**src/rtl/trace_line_arbiter.sv**
```systemverilog
// Arbitrates whole '^'..'#' trace lines from two requesters onto one shared
// cpu_checker and returns the checker's verdict for each line to its owner.
module trace_line_arbiter #(
  parameter int unsigned MAX_LEN = 48,
  parameter int unsigned CNT_W   = 16
) (
  input  logic             clk,
  input  logic             reset,
  input  logic             req0_valid,
  input  logic [7:0]       req0_char,
  input  logic [15:0]      req0_freq,
  output logic             req0_ready,
  input  logic             req1_valid,
  input  logic [7:0]       req1_char,
  input  logic [15:0]      req1_freq,
  output logic             req1_ready,
  output logic [7:0]       chk_char,
  output logic [15:0]      chk_freq,
  input  logic [1:0]       chk_format,
  input  logic [3:0]       chk_error,
  output logic             rsp_valid,
  output logic             rsp_id,
  output logic [1:0]       rsp_format,
  output logic [3:0]       rsp_error,
  output logic             rsp_abort,
  output logic [CNT_W-1:0] err_count
);

  localparam int unsigned LEN_W    = $clog2(MAX_LEN + 1);
  localparam logic [7:0]  CH_START = 8'h5E;
  localparam logic [7:0]  CH_END   = 8'h23;

  typedef enum logic [1:0] {S_IDLE, S_STREAM, S_RES0, S_RES1} state_e;

  state_e             state_q, state_d;
  logic               rr_last_q, rr_last_d;
  logic               grant_q, grant_d;
  logic [LEN_W-1:0]   len_q, len_d;
  logic               abort_q, abort_d;
  logic [7:0]         chk_char_q, chk_char_d;
  logic [15:0]        chk_freq_q, chk_freq_d;
  logic               rsp_valid_q, rsp_valid_d;
  logic               rsp_id_q, rsp_id_d;
  logic [1:0]         rsp_format_q, rsp_format_d;
  logic [3:0]         rsp_error_q, rsp_error_d;
  logic               rsp_abort_q, rsp_abort_d;
  logic [CNT_W-1:0]   err_count_q, err_count_d;

  logic elig0, elig1, any_elig, win_sel;
  logic sel_valid, len_full;
  logic [7:0] sel_char;

  assign elig0     = req0_valid && (req0_char == CH_START);
  assign elig1     = req1_valid && (req1_char == CH_START);
  assign any_elig  = elig0 || elig1;
  // On contention the requester that did not own the previous line wins.
  assign win_sel   = (elig0 && elig1) ? ~rr_last_q : elig1;
  assign sel_valid = grant_q ? req1_valid : req0_valid;
  assign sel_char  = grant_q ? req1_char : req0_char;
  assign len_full  = (len_q == LEN_W'(MAX_LEN));

  always_ff @(posedge clk or posedge reset) begin
    if (reset) begin
      state_q      <= S_IDLE;
      rr_last_q    <= 1'b1;
      grant_q      <= 1'b0;
      len_q        <= '0;
      abort_q      <= 1'b0;
      chk_char_q   <= 8'h00;
      chk_freq_q   <= '0;
      rsp_valid_q  <= 1'b0;
      rsp_id_q     <= 1'b0;
      rsp_format_q <= '0;
      rsp_error_q  <= '0;
      rsp_abort_q  <= 1'b0;
      err_count_q  <= '0;
    end else begin
      state_q      <= state_d;
      rr_last_q    <= rr_last_d;
      grant_q      <= grant_d;
      len_q        <= len_d;
      abort_q      <= abort_d;
      chk_char_q   <= chk_char_d;
      chk_freq_q   <= chk_freq_d;
      rsp_valid_q  <= rsp_valid_d;
      rsp_id_q     <= rsp_id_d;
      rsp_format_q <= rsp_format_d;
      rsp_error_q  <= rsp_error_d;
      rsp_abort_q  <= rsp_abort_d;
      err_count_q  <= err_count_d;
    end
  end

  always_comb begin
    state_d = state_q;
    case (state_q)
      S_IDLE:   if (any_elig) state_d = S_STREAM;
      S_STREAM: if (len_full || !sel_valid || (sel_char == CH_END)) state_d = S_RES0;
      S_RES0:   state_d = S_RES1;
      S_RES1:   state_d = S_IDLE;
      default:  state_d = S_IDLE;
    endcase
  end

  always_comb begin
    req0_ready   = 1'b0;
    req1_ready   = 1'b0;
    rr_last_d    = rr_last_q;
    grant_d      = grant_q;
    len_d        = len_q;
    abort_d      = abort_q;
    chk_char_d   = 8'h00;
    chk_freq_d   = chk_freq_q;
    rsp_valid_d  = 1'b0;
    rsp_id_d     = rsp_id_q;
    rsp_format_d = rsp_format_q;
    rsp_error_d  = rsp_error_q;
    rsp_abort_d  = rsp_abort_q;
    err_count_d  = err_count_q;
    case (state_q)
      S_IDLE: begin
        // Stray characters are drained; a losing '^' is held for the next round.
        req0_ready = req0_valid && (!elig0 || (any_elig && !win_sel));
        req1_ready = req1_valid && (!elig1 || (any_elig && win_sel));
        if (any_elig) begin
          grant_d    = win_sel;
          chk_char_d = CH_START;
          chk_freq_d = win_sel ? req1_freq : req0_freq;
          len_d      = LEN_W'(1);
          abort_d    = 1'b0;
        end
      end
      S_STREAM: begin
        if (len_full || !sel_valid) begin
          abort_d = 1'b1;
        end else begin
          req0_ready = !grant_q;
          req1_ready = grant_q;
          chk_char_d = sel_char;
          len_d      = len_q + LEN_W'(1);
        end
      end
      S_RES1: begin
        rsp_valid_d  = 1'b1;
        rsp_id_d     = grant_q;
        rsp_abort_d  = abort_q;
        rsp_format_d = abort_q ? 2'b00 : chk_format;
        rsp_error_d  = abort_q ? 4'h0 : chk_error;
        rr_last_d    = grant_q;
        if (((rsp_format_d == 2'b00) || (rsp_error_d != 4'h0)) && (err_count_q != '1))
          err_count_d = err_count_q + CNT_W'(1);
      end
      default: ;
    endcase
  end

  assign chk_char   = chk_char_q;
  assign chk_freq   = chk_freq_q;
  assign rsp_valid  = rsp_valid_q;
  assign rsp_id     = rsp_id_q;
  assign rsp_format = rsp_format_q;
  assign rsp_error  = rsp_error_q;
  assign rsp_abort  = rsp_abort_q;
  assign err_count  = err_count_q;

endmodule

```
**config.mk**
```make
export PLATFORM = sky130hd
export DESIGN_NAME = trace_line_arbiter
export DESIGN_NICKNAME = d
export VERILOG_FILES = /design/src/rtl/trace_line_arbiter.sv
export SDC_FILE = /design/constraint.sdc
export NUM_CORES = 1
export LEC_CHECK = 0
export CAP_MARGIN = 20
export CORE_ASPECT_RATIO = 0.7
export CORE_MARGIN = 1.5
export CORE_UTILIZATION = 41
export DETAILED_ROUTE_END_ITERATION = 10
export GPL_TIMING_DRIVEN = 1
export PLACE_DENSITY_LB_ADDON = 0.25
export SYNTH_ARGS = -nofsm -noshare
export SYNTH_HDL_FRONTEND = slang
export SYNTH_SLANG_ARGS = --single-unit
```
**constraint.sdc**
```tcl
create_clock -name clk -period 2.1 [get_ports clk]
set_input_delay 0.525 -clock clk [delete_from_list [all_inputs] [get_ports clk]]
set_output_delay 0.525 -clock clk [all_outputs]
set_load 0.01 [all_outputs]
```
Word-level counts from Yosys, hierarchy flattened
Index checks and enable logic that the tools add are counted.
W data, S select, Z words.

storage, ports and cells
  register bits after elaboration = 60
  bits in latches = 0
  memory bits (writable) = 0
  bits in read-only memories = 0
  bits of input ports = 58
  word-level logic and storage cells = 79
  memories kept = 0

cells by class
  $add $sub $neg = 2
  $mul = 0
  div/mod/pow operators = 0
  magnitude comparators = 0
  equal/unequal tests = 12
  shift operators = 0
  muxes and demuxes = 23
  bitwise gates (word level) = 1
  reductions and logical operators = 28

operator list
  cell                     number
  $add A16 B1 Y16 const B  1
  $eq A8 B7 Y1 const B     2
  $mux W16                 1
  $mux W8                  2
  $ne A16 B16 Y1 const B   1
  $pmux W8 S2              1
  $mux W6                  2
  $pmux W6 S2              1
  $eq A8 B6 Y1 const B     1
  $logic_and A1 B1 Y1      8
  $ne A2 B2 Y1 const B     4
  $pmux W2 S4              1
  $mux W1                  7
  $mux W7                  1
  $add A6 B1 Y6 const B    1
  $eq A6 B6 Y1 const B     1
  $logic_or A1 B1 Y1       6
  $mux W2                  3
  $pmux W1 S2              3
  $reduce_and A2 Y1        3
  $reduce_and A3 Y1        2
  $logic_not A1 Y1         5
  $eq A2 B2 Y1 const B     2
  $logic_not A2 Y1         2
  other kinds (5)          5

Logic depth before layout (Yosys ltp)
Gate-level depths: netlist (run 1).

  depth after elaboration = 9
  mapped depth = 7
  gate-level depth less buffers = 6

Least setup slack after synthesis (run 1)
Ideal clock, no wire load.

  path kind = input-to-output
  start point = input req1_char[7]
  end point = output req0_ready
  arrival = 1,760 ps
  path slack = -185 ps
  stages = 7
  buffers on the path = 2
  cells stage by stage = nand2b_1 -> nor4_2 -> o21ai_1 -> buf_4 -> buf_6 -> o211ai_1 -> o21ai_0

on the way
  longest elaborated chain between the ends = 9

ends and longest elaborated chain
  element                RTL line  text
  start: declaration     14        input logic [7:0] req1_char,
  $eq A8 B7 Y1 *         54        assign elig1 = req1_valid && (req1_char == CH_START);
  $logic_and A1 B1 Y1 *  54
  $logic_and A1 B1 Y1    57        assign win_sel = (elig0 && elig1) ? ~rr_last_q : elig1;
  $mux W1                57
  $logic_not A1 Y1       123       req0_ready = req0_valid && (!elig0 || (any_elig && !win_sel));
  $logic_and A1 B1 Y1 *  123
  $logic_or A1 B1 Y1 *   123
  $logic_and A1 B1 Y1 *  123
  $pmux W1 S2 *          120       case (state_q)
  end: declaration       12        output logic req0_ready,

Mark *: on every way between the ends. The rest lies on a longest branch, timed or not.

Worst setup path in the final report (run 1)
  start point = input req0_char[7]
  end point = output req1_ready

on the way
  longest elaborated chain between the ends = 8

ends and longest elaborated chain
  element                RTL line  text
  start: declaration     10        input logic [7:0] req0_char,
  $eq A8 B7 Y1 *         53        assign elig0 = req0_valid && (req0_char == CH_START);
  $logic_and A1 B1 Y1 *  53
  $logic_and A1 B1 Y1    57
  $mux W1                57
  $logic_and A1 B1 Y1 *  124       req1_ready = req1_valid && (!elig1 || (any_elig && win_sel));
  $logic_or A1 B1 Y1 *   124
  $logic_and A1 B1 Y1 *  124
  $pmux W1 S2 *          120
  end: declaration       16        output logic req1_ready,

Marks and branches as above.

==> summary by stage, run 1 <==
Run status
The run finished, with violations left. The checks that failed: negative setup slack.

Layout
The final cell area excluding filler cells is 4886 um^2. The multi-input combinational cells in the finished layout cover a total of 1505 um^2. The most common cell after layout, fill and taps aside is clkdlybuf4s50_1. Relative to the synthesized area, the layout overhead comes to 59.26%.

The number of nets in the layout is around 530. Once layout is complete, the utilization of the core stands at 0.6705. The number of fill cells is between 500 and 600.

The fraction of layout cells with a size suffix above 1 is 0.2355. The filler-free cell count of the finished design is 565. The library cells used most frequently in the layout, excluding fill and tap cells, are 88 x clkdlybuf4s50_1, 59 x dfrtp_1, 56 x buf_4, 28 x nand2_1, 27 x o21ai_0. The number of antenna diodes in the final layout is 0. The sequential cell area in the final layout is 1503 um^2.

Setup path
In this run the worst path has a maximum fanout of 2. STA puts the critical path data arrival time at between 1.5 and 2 ns. The startpoint identified for the worst register-to-register timing path is err_count[3]$_DFFE_PP0P_.

The startpoint class of the critical path is a primary input. The data required time of the critical path is 1.57 ns. STA classifies the critical path endpoint as an output port. The worst register-to-register path ends at err_count[5]$_DFFE_PP0P_. The type of the worst setup path is primary input to output port. Counting cells, the worst reg-to-reg path comes to 6. The setup slack on the worst flop-to-flop path is 0.19 ns.

Floorplanning
The standard cell core area is 7287 um^2. In this run the horizontal extent of the chip is about 110 um. The effective utilization at floorplan is 0.4210. The y dimension of the die is roughly 75 um. The area of the die is between 8000 and 9000 um^2. The initialized floorplan defines 26 standard-cell rows. The count of pins on the block boundary is roughly 110.

Synthesis
When the netlist entered floorplanning its net count stood at roughly 360. The most used flip-flop cell after synthesis is dfrtp_1. The cell count after synthesis came out at 296.

For this run, the number of Yosys warnings is 0. In this run the mean area of a mapped cell was 10.36 um^2. Counting flops and latches in the post-synthesis netlist gives 60.

The synthesized design contains 0 enable-type register cells. The synthesized netlist contains 50 unique library cells. Of all flip-flops after synthesis, the portion carrying an async set or reset was 1.000. Summing every instance area after synthesis gives ~3100 um^2. For this run, the register share of the synthesized area comes to 0.4898.

Power and ir drop
The total power divided by cell area is around 1000 nW/um^2. The static power due to leakage is around 2.3 nW. The peak ir drop on the vdd network is between 0.5 and 0.6 mV. In this run the power spent charging and discharging nets is about 1.7 mW.

The fraction of power spent switching nets is 0.3411. The share of total power in sequential cells is 0.343. The proportion of power drawn by the clock network is 0.207.

The internal power consumption is about 3.3 mW. The combinational cell fraction of total power is 0.450.

Routing
The detailed router finished its first iteration with about 110 violations. The final route contains ~2800 vias. For this run, the detailed router's first-pass iteration total came to 4. After detailed routing, the average wire length per cell comes to 14.78 um. For this run, design rule violations remaining after detail routing come to 0.

The routed design has ~8.3 mm of wire. Dividing the detail-routed via count by the number of cells gives between 4 and 5. The detail route stage leaves a number of antenna-violating nets equal to 0.

Placed design
The count of buffers inserted at the top-level ports is between 100 and 150. Including well taps, the total number of placed cells is approximately 540. The placer congestion estimate is just over 0.9. Before CTS, the worst setup slack after placement is -0.7822 ns. The wire-length estimate of the detail-placed layout is roughly 6.1 mm.

The placed instances occupy a cell area of approximately 4700 um^2.

Timing
The worst pin sits at a relative slew slack of 0.6948. The clock period minus final worst setup slack is ~2.3 ns. The final-report setup violation count is 2. The post-route fraction of the period consumed by the critical path is 1.079. The final-report hold violation count is 0. Setup repair after global routing could not meet its margin everywhere.

The worst clock skew is 0.01003 ns. The number of pins with negative max-slew slack in the final report is 0. Based on the critical path, the design can be clocked at up to 441.4 MHz.

For the pin with the worst max-slew slack, the measured transition is 0.4562 ns. Adding up every negative setup slack in the final design gives -0.2682 ns. The final setup slack of the worst path is -0.1654 ns.

Clocking
The clock passes through at most 2 buffers. TritonCTS built the clock tree. The level count of the clock H-tree is 3. The clock drives 60 sinks. The cell chosen for the clock root is clkbuf_8. The clock reaches the later pin of the worst-skew pair after 0.33 ns. The CTS buffer count is 9.

The clock edge transition at the registers on the reported setup and hold paths is roughly 0.07 ns. Buffers inserted to repair hold after CTS numbered 0.

Hold path
Along the worst hold path, the cell count comes to 2. The path class of the lowest-slack min-delay path is flop to flop. The launch instance of the worst min-delay path is chk_freq[5]$_DFFE_PP0N_. The endpoint of the worst hold path is chk_freq[5]$_DFFE_PP0N_.

GRT
Entering global routing, the biggest net connects 40 pins. The wire length of the first global-routing pass is around 13 mm. The via count of the first global-routing pass is between 2000 and 3000.

The number of antenna violations at the first check in global routing is 0. For this run the aggregate overflow at the end of global routing stands at 0. For this run, the total global-route usage over all layers was measured as 0.2146.

Flow run
Max-cap violations in this run came to 0.
what timing repair did:
action                                  in CTS  in global routing
hold endpoints to repair                     0                  0
setup buffers                                5                  1
pin swaps                                    7                  3
resized for setup                           44                  9
endpoints found under the setup margin       2                  2
worst max path at each step:
| stage | slack, ns | endpoint | from |
|---|---|---|---|
| after floorplan | -0.12 | req0_ready | req1_char[7] |
| after global placement | -0.75 | req1_ready | req1_char[3] |
| after detailed placement | -0.78 | req1_ready | req1_char[3] |
| after CTS | -0.17 | req1_ready | req1_char[0] |
| after global routing | -0.21 | req1_ready | req1_char[0] |
| final | -0.17 | req1_ready | req0_char[7] |
cells by family after synthesis:
logic type                 Yosys count  synth area share
DFF                                 60            0.4898
AOI/OAI and AO/OA                   55            0.1134
muxes                               29           0.09747
adders and majority gates            8           0.03263
xor gates and xnor gates            15           0.04282
and+or+nand+nor                    106            0.1892
buffers and inverters               23           0.03466
layout make-up:
| cell class | count | area share |
|---|---|---|
| timing repair buffer | 167 | 0.3109 |
| multi-input combinational | 213 | 0.3081 |
| sequential | 60 | 0.3076 |
| clock buffer | 11 | 0.02894 |
| tap | 98 | 0.02510 |
| clock inverter | 4 | 0.01024 |
| inverter | 12 | 0.009219 |
synth_stat cells (all sizes together) (3+ instances only):
master | number | area share
dfrtp | 59 | 0.48
o21ai | 31 | 0.051
nand2 | 29 | 0.035
mux2i | 25 | 0.082
nor2 | 21 | 0.026
inv | 12 | 0.015
xor2 | 12 | 0.034
nand3 | 11 | 0.020
nor3 | 10 | 0.021
a21oi | 8 | 0.013
ha | 8 | 0.033
nand4 | 8 | 0.016
a22o | 6 | 0.017
and3 | 6 | 0.014
clkbuf | 6 | 0.0073
buf | 5 | 0.013
mux2 | 4 | 0.016
nor4 | 4 | 0.014
nand2b | 3 | 0.0061
xnor2 | 3 | 0.0086
power groups by stage:
stage	Combinational, mW	Clock (mW)	Sequential, mW
6_report	2.22	1.02	1.69
5_1_grt	2.42	1.10	1.74
4_1_cts	2.22	1.05	1.69
3_5_place_dp	2.22	0	1.71
3_3_place_gp	2.17	0	1.70
2_1_floorplan	0.883	0	1.83
worst max-delay path, cell delays in order:
cell	delay (ns)
clkdlybuf4s15_1	0.18
and4bb_2	0.31
and4_4	0.24
nand3_2	0.08
a32o_1	0.26
buf_2	0.14
per-layer routing:
| metal | GRT usage | vias to the layer above | wire length (um) | part of all wire |
|---|---|---|---|---|
| li1 | - | 1395 | - | - |
| met1 | 0.2892 | 1316 | 3881 | 0.46 |
| met2 | 0.3326 | 92 | 3845 | 0.46 |
| met3 | 0.07015 | 10 | 519 | 0.062 |
| met4 | 0.07057 | 0 | 102 | 0.012 |
| met5 | 0 | - | 0 | 0 |
sequential cells by signal, indices dropped and copies added (netlist names):
name,count
rr_last_q,1
rsp_valid,1
chk_char,8
rsp_abort,1
chk_freq,16
rsp_error,4
len_q,6
rsp_id,1
rsp_format,2
err_count,16
grant_q,1
abort_q,1
state_q,2
per-stage QoR:
| step | hold slack (ns) | total power, mW |
|---|---|---|
| floorplan | 0.4691 | 2.715 |
| global placement | 0.4600 | 3.868 |
| detailed placement | 0.4699 | 3.927 |
| CTS | 0.4867 | 4.970 |
| global route | 0.5074 | 5.259 |
| finish | 0.4800 | 4.936 |
(Power assumes the default switching activity.)
==> inputs of run 2 (changes only) <==
--- a/config.mk
+++ b/config.mk
@@ -7,7 +7,6 @@
 export LEC_CHECK = 0
 export CAP_MARGIN = 20
 export CORE_ASPECT_RATIO = 0.7
-export CORE_MARGIN = 1.5
 export CORE_UTILIZATION = 41
 export DETAILED_ROUTE_END_ITERATION = 10
 export GPL_TIMING_DRIVEN = 1
==> summary by stage, run 2 (synthesis gave the netlist of run 1 again) <==
Layout
For this run, the share of the core covered by cells in the final layout is 0.6987. In the layout the commonest cells are 88 x clkdlybuf4s50_1, 59 x dfrtp_1, 57 x buf_4, 28 x nand2_1, 27 x o21ai_0. Leaving out fill and tap cells, the most frequent cell in the layout is clkdlybuf4s50_1. The synthesis-to-layout area growth is 58.85%.

The antenna diode count is 0. After the last flow step, the layout net total stands at 529. The fraction of layout cells with a size suffix above 1 is 0.2484.

GRT
In the global route stage, met3 resource usage came out at 0.08238. The global-route track usage on met1 is 0.2743. Entering global routing, the biggest net connects 40 pins.

The via count of the first global-routing pass was approximately 2800. The most used routing layer is met2. The number of antenna violations at the first check in global routing is 0. The global routing usage summed across all routing layers is 0.2205.

The met2 usage in global routing is 0.3640. Summed over all layers, the global routing overflow is 0. The first global-routing pass estimated between 10 and 15 mm of wire.

Floorplanning
Measured along the y axis, the die boundary spans 74.38 um. The standard cell core area is ~7000 um^2. The row count is 25.

For this configuration, the core starts out at a cell density of 0.4398. The width of the die is about 110 um. ~110 I/O pins were placed.

The area of the die is 7838 um^2.

Routing
Using the TritonRoute via totals, the vias-per-cell ratio works out to 5.103. The detail route stage leaves a number of antenna-violating nets equal to 0. The routed via count is between 2000 and 3000. The first-iteration detailed-routing DRC count is between 100 and 150. The wire length after detailed routing is slightly above 8 mm. The first-pass iteration count of the detailed router is 4.

The average routed wire per standard cell is between 10 and 15 um. After detailed routing, the number of remaining DRC violations is 0.

Run status
The run finished, with violations left. The final reports fail on negative setup slack.

Timing
The final-report hold violation count came to 0. The highest achievable clock rate is approximately 450 MHz. The clock period minus final worst setup slack is approximately 2.2 ns. The final-report setup violation count is 2. Setup repair after global routing could not meet its margin everywhere. The final setup slack of the worst path is -0.1384 ns. The actual slew at the worst max-slew pin is around 0.45 ns. The worst clock skew is ~0.007 ns. The tightest hold path in the finished design has a slack of ~0.48 ns. The worst slew margin relative to its limit is 0.6963. The number of pins with negative max-slew slack in the final report was 0. The post-route fraction of the period consumed by the critical path is 1.066.

Placed design
At the end of routability-driven placement, the weighted congestion stood at approximately 0.9. The half-perimeter wire length after placement is roughly 6.3 mm. The count of buffers inserted at the top-level ports is ~110.

Setup path
The type of the worst setup path is primary input to output port. STA classifies the critical path startpoint as a primary input. The critical path arrival is around 1.7 ns.

The endpoint type of the worst setup path is an output port. Of all nets on the critical path, the largest fanout is 3. STA puts the critical path data required time at about 1.6 ns.

Clocking
The clock latency reported for the late side of the worst-skew pair is between 0.3 and 0.4 ns. The clock sink count is 60. The clock edge transition at the registers on the reported setup and hold paths is roughly 0.07 ns. In this run the number of H-tree levels came out at 3.

The clock tree from TritonCTS is built. The CTS buffer count is 9. The tree is rooted in a clkbuf_8. The clock tree buffer depth is 2.

Power and ir drop
The worst-case IR drop observed on VDD is roughly 0.47 mV. In this run the power density over the cells is about 1000 nW/um^2. For this design the static power due to leakage is between 2 and 2.5 nW.

Hold path
The path class of the lowest-slack min-delay path is flop to flop.

Flow run
The number of max-cap violations is 0.
run 2: cell types whose count changed in the layout (fill, tap and decap cells not counted), moves of 2 or more:
cell	change
clkbuf_2	+3
buf_6	+2
dlymetal6s2s_1	-2
dlygate4sd2_1	-2
run 2: through the flow:
step / instance area (um^2) / setup TNS [ns] / cells / setup WS, ns / power, mW
floorplan: 3080 / -0.1181 / 296 / -0.1181 / 2.715
global placement: 4652 / -12.16 / 541 / -0.7683 / 3.845
detailed placement: 4652 / -15.20 / 541 / -0.8031 / 3.932
CTS: 4883 / -0.3290 / 560 / -0.1805 / 5.054
global route: 4873 / -0.4122 / 561 / -0.2170 / 5.358
finish: 4873 / -0.2479 / 561 / -0.1384 / 5.023
run 2: layout make-up:
class                   instances  area [um^2]
clock buffers                  11        131.4
clock inverters                 4        75.07
fillers                       531         2102
inverters                      12        45.04
multi-input cells             213         1510
flip-flops and latches         60         1503
well taps                      94        117.6
repair buffers                167         1491
run 2: worst max-delay path, stage by stage:
cell	delay, ns
clkdlybuf4s15_1	0.19
and3b_1	0.23
nand4_1	0.18
o21ai_2	0.21
o211ai_1	0.10
o21ai_1	0.12
buf_2	0.17
run 2: final timing paths:
| check | from | end | slack [ns] | cells after the start |
|---|---|---|---|---|
| worst max-delay path | req0_char[0] | req0_ready | -0.14 | 7 |
| worst min-delay path | chk_freq[4]$_DFFE_PP0N_ | chk_freq[4]$_DFFE_PP0N_ | 0.48 | 2 |
| worst max register to register | err_count[0]$_DFFE_PP0P_ | err_count[14]$_DFFE_PP0P_ | 0.18 | 6 |
| worst min register to register | chk_freq[4]$_DFFE_PP0N_ | chk_freq[4]$_DFFE_PP0N_ | 0.48 | 2 |
| max in group asynchronous | reset | rsp_abort$_DFFE_PP0P_ | 1.08 | 3 |
| min in group asynchronous | reset | grant_q$_DFFE_PP0N_ | 0.51 | 2 |
run 2: routing by layer:
metal | share of wire | wire [um]
met1 | 0.44 | 3592
met2 | 0.46 | 3721
met3 | 0.087 | 708
met4 | 0.011 | 87
met5 | 0 | 0
run 2: where the power goes:
group / switching [mW] / internal, mW / total (mW) / leakage (nW)
registers: 0.234 / 1.46 / 1.69 / 0.757
logic: 0.985 / 1.23 / 2.21 / 1.41
clock network: 0.457 / 0.662 / 1.12 / 0.0956
total: 1.68 / 3.35 / 5.02 / 2.26
run 2: what timing repair did:
item                                    CTS  global route
resized for setup                        51            17
setup buffers                             4             1
gates cloned                              0             0
hold buffers                              0             0
hold endpoints to repair                  0             0
endpoints found under the setup margin    5            12
pin swaps                                 8             7
==> patch (settings of run 2) <==
The 4 states of `state_e` get a one-hot encoding in 4 bits.
--- a/src/rtl/trace_line_arbiter.sv
+++ b/src/rtl/trace_line_arbiter.sv
@@ -30,7 +30,7 @@
   localparam logic [7:0]  CH_START = 8'h5E;
   localparam logic [7:0]  CH_END   = 8'h23;
 
-  typedef enum logic [1:0] {S_IDLE, S_STREAM, S_RES0, S_RES1} state_e;
+  typedef enum logic [3:0] {S_IDLE = 4'b0001, S_STREAM = 4'b0010, S_RES0 = 4'b0100, S_RES1 = 4'b1000} state_e;
 
   state_e             state_q, state_d;
   logic               rr_last_q, rr_last_d;
Function: same outputs for any inputs over 10 cycles, from zero or initial values and one cycle with reset high; not proved beyond that.
==> patch against run 2 <==
- the run still ends with negative setup slack left
- first-iteration DRC count increased by 110%
- sequential cell count rose by 2
- final area grew 7.1%
- routed wire length up 24%
- non-clock buffer count is 15 higher
- worst hold slack improved by 5.1 ps
- synthesized area grew 3.4%
- worst setup slack better by 13 ps
- critical path type unchanged
- critical endpoint unchanged
Power is not compared: it rests on default switching activity, and its combinational part moved more than twofold at a synthesized area within 25%.
==> patch: results (changes against run 2) <==
timing:
  clock_skew_ps: 13.7  # was 6.97 ps
  tightest_slew_ps: 532  # was 455 ps
  setup_ws_ps: -125  # was -138 ps
  tns_ps: -206  # was -248 ps
  setup_viol: 2  # unchanged
synthesis:
  ys_top_cells_by_area: "dfrtp_1, o21ai_0, nand3_1"  # was dfrtp_1, mux2i_1, o21ai_0
  syn_nets: 377  # was 362
  synth_common_cells: "dfrtp_1, o21ai_0, nand3_1"  # was dfrtp_1, nand2_1, o21ai_0
  synth.distinct_cells: 50  # unchanged
  synth_cells: 316  # was 296
  synth-seq-area-share_pct: 49.0  # about the same
outcome:
  outcome: "complete, but fails checks"  # unchanged
  failed_checks: "negative setup slack"  # unchanged
clock_network:
  root_buffer: "clkbuf_8"  # unchanged
  cts.clk_slew.worst_paths_ps: 70  # about the same
routing:
  drt_iter0_markers: 231  # was 110
  viasPerCell: 5.54  # was 5.10
  wire_per_inst_um: 17.0  # was 14.5 µm
worst_setup_path:
  endpoint: "req0_ready"  # unchanged
  r2r_start: "state_q[2]"  # was err_count[0]
  critPathMaxFanout: 3  # unchanged
  startpoint: "req1_char[0]"  # was req0_char[0]
  ff2ff_setup_slack_ps: 30  # was 180 ps
  rr_worst_depth: 8  # was 6
placed_design:
  dp_cells: 558  # was 541
  pre_cts_ws_ps: -854  # was -803 ps
  gp_congestion: 0.955  # was 0.897
  hpwl_mm: 6.79  # was 6.26 mm
  dpl_cell_area_mm2: 0.00474  # was 0.00465 mm²
finish:
  drive_above_1_share_pct: 27.9  # was 24.8%
  instances_no_fill: 593  # was 561
  seq_area_mm2: 0.00156  # was 0.00150 mm²
  nets: 551  # was 529
global_route:
  antenna_found_initial: 0  # unchanged
  grt_pass1_wl_mm: 15.5  # was 13.3 mm
  grt_start_max_net_pins: 63  # was 40
  grt_pass1_vias: 3189  # was 2,804
  gr-usage-all-layers_pct: 25.2  # was 22.1%
power:
  vdd_drop_max_v: 0.000413
==> patch: final cells by class <==
cell class              count  area share [%]
flip-flops and latches     62            29.8
repair buffers            182            31.4
inverters                   6           0.456
multi-input cells         229            32.3
well taps                  98            2.35
clock inverters             6            1.20
clock buffers              10            2.45
==> patch: cells by family (layout without fill, tap and decap cells) <==
family / count (synthesis) / after routing / synth area share (%)
buffers and inverters: 25 / 204 / 3.87
and+or+nand+nor: 131 / 131 / 25.2
muxes: 9 / 9 / 2.92
AOI/OAI and AO/OA: 71 / 71 / 13.7
adders and majority gates: 3 / 3 / 1.18
DFF: 62 / 62 / 49.0
xor gates and xnor gates: 15 / 15 / 4.14
==> patch: layer usage <==
| layer | global-route usage [%] | up-vias | share of wire [%] |
|---|---|---|---|
| li1 | - | 1531 | - |
| met1 | 31.7 | 1616 | 43 |
| met2 | 44.2 | 130 | 50 |
| met3 | 5.47 | 10 | 6.6 |
| met4 | 8.68 | 0 | 0.88 |
| met5 | 0 | - | 0 |
==> patch: how the worst min path moves through the flow <==
stage | depth (start not counted) | start | slack, ps | endpoint
global route | 3 | req1_char[7] | 490 | chk_char[7]
CTS | 2 | rsp_abort | 480 | rsp_abort
global placement | 2 | rsp_abort | 460 | rsp_abort
detailed placement | 2 | rsp_abort | 460 | rsp_abort
finish | 2 | rsp_abort | 480 | rsp_abort
floorplan | 1 | len_q[5] | 450 | len_q[5]
==> patch: critical path, stage by stage <==
cell and delay [ps]:
buf_8 100, nand3b_1 180, or3_4 410, o311ai_2 250, o21ai_1 100, buf_2 150
==> patch: timing repair <==
item | 4_1_cts | 5_1_grt
pin swaps | 11 | 16
gates cloned | 0 | 2
resized for setup | 66 | 30
setup buffers | 17 | 3
setup endpoints to repair | 6 | 35
==> patch: where the power goes <==
part	switching, mW	total [mW]	internal, mW
logic	0.274	0.635	0.362
registers	0.0444	1.30	1.26
clock network	0.465	1.01	0.546
total	0.783	2.95	2.17
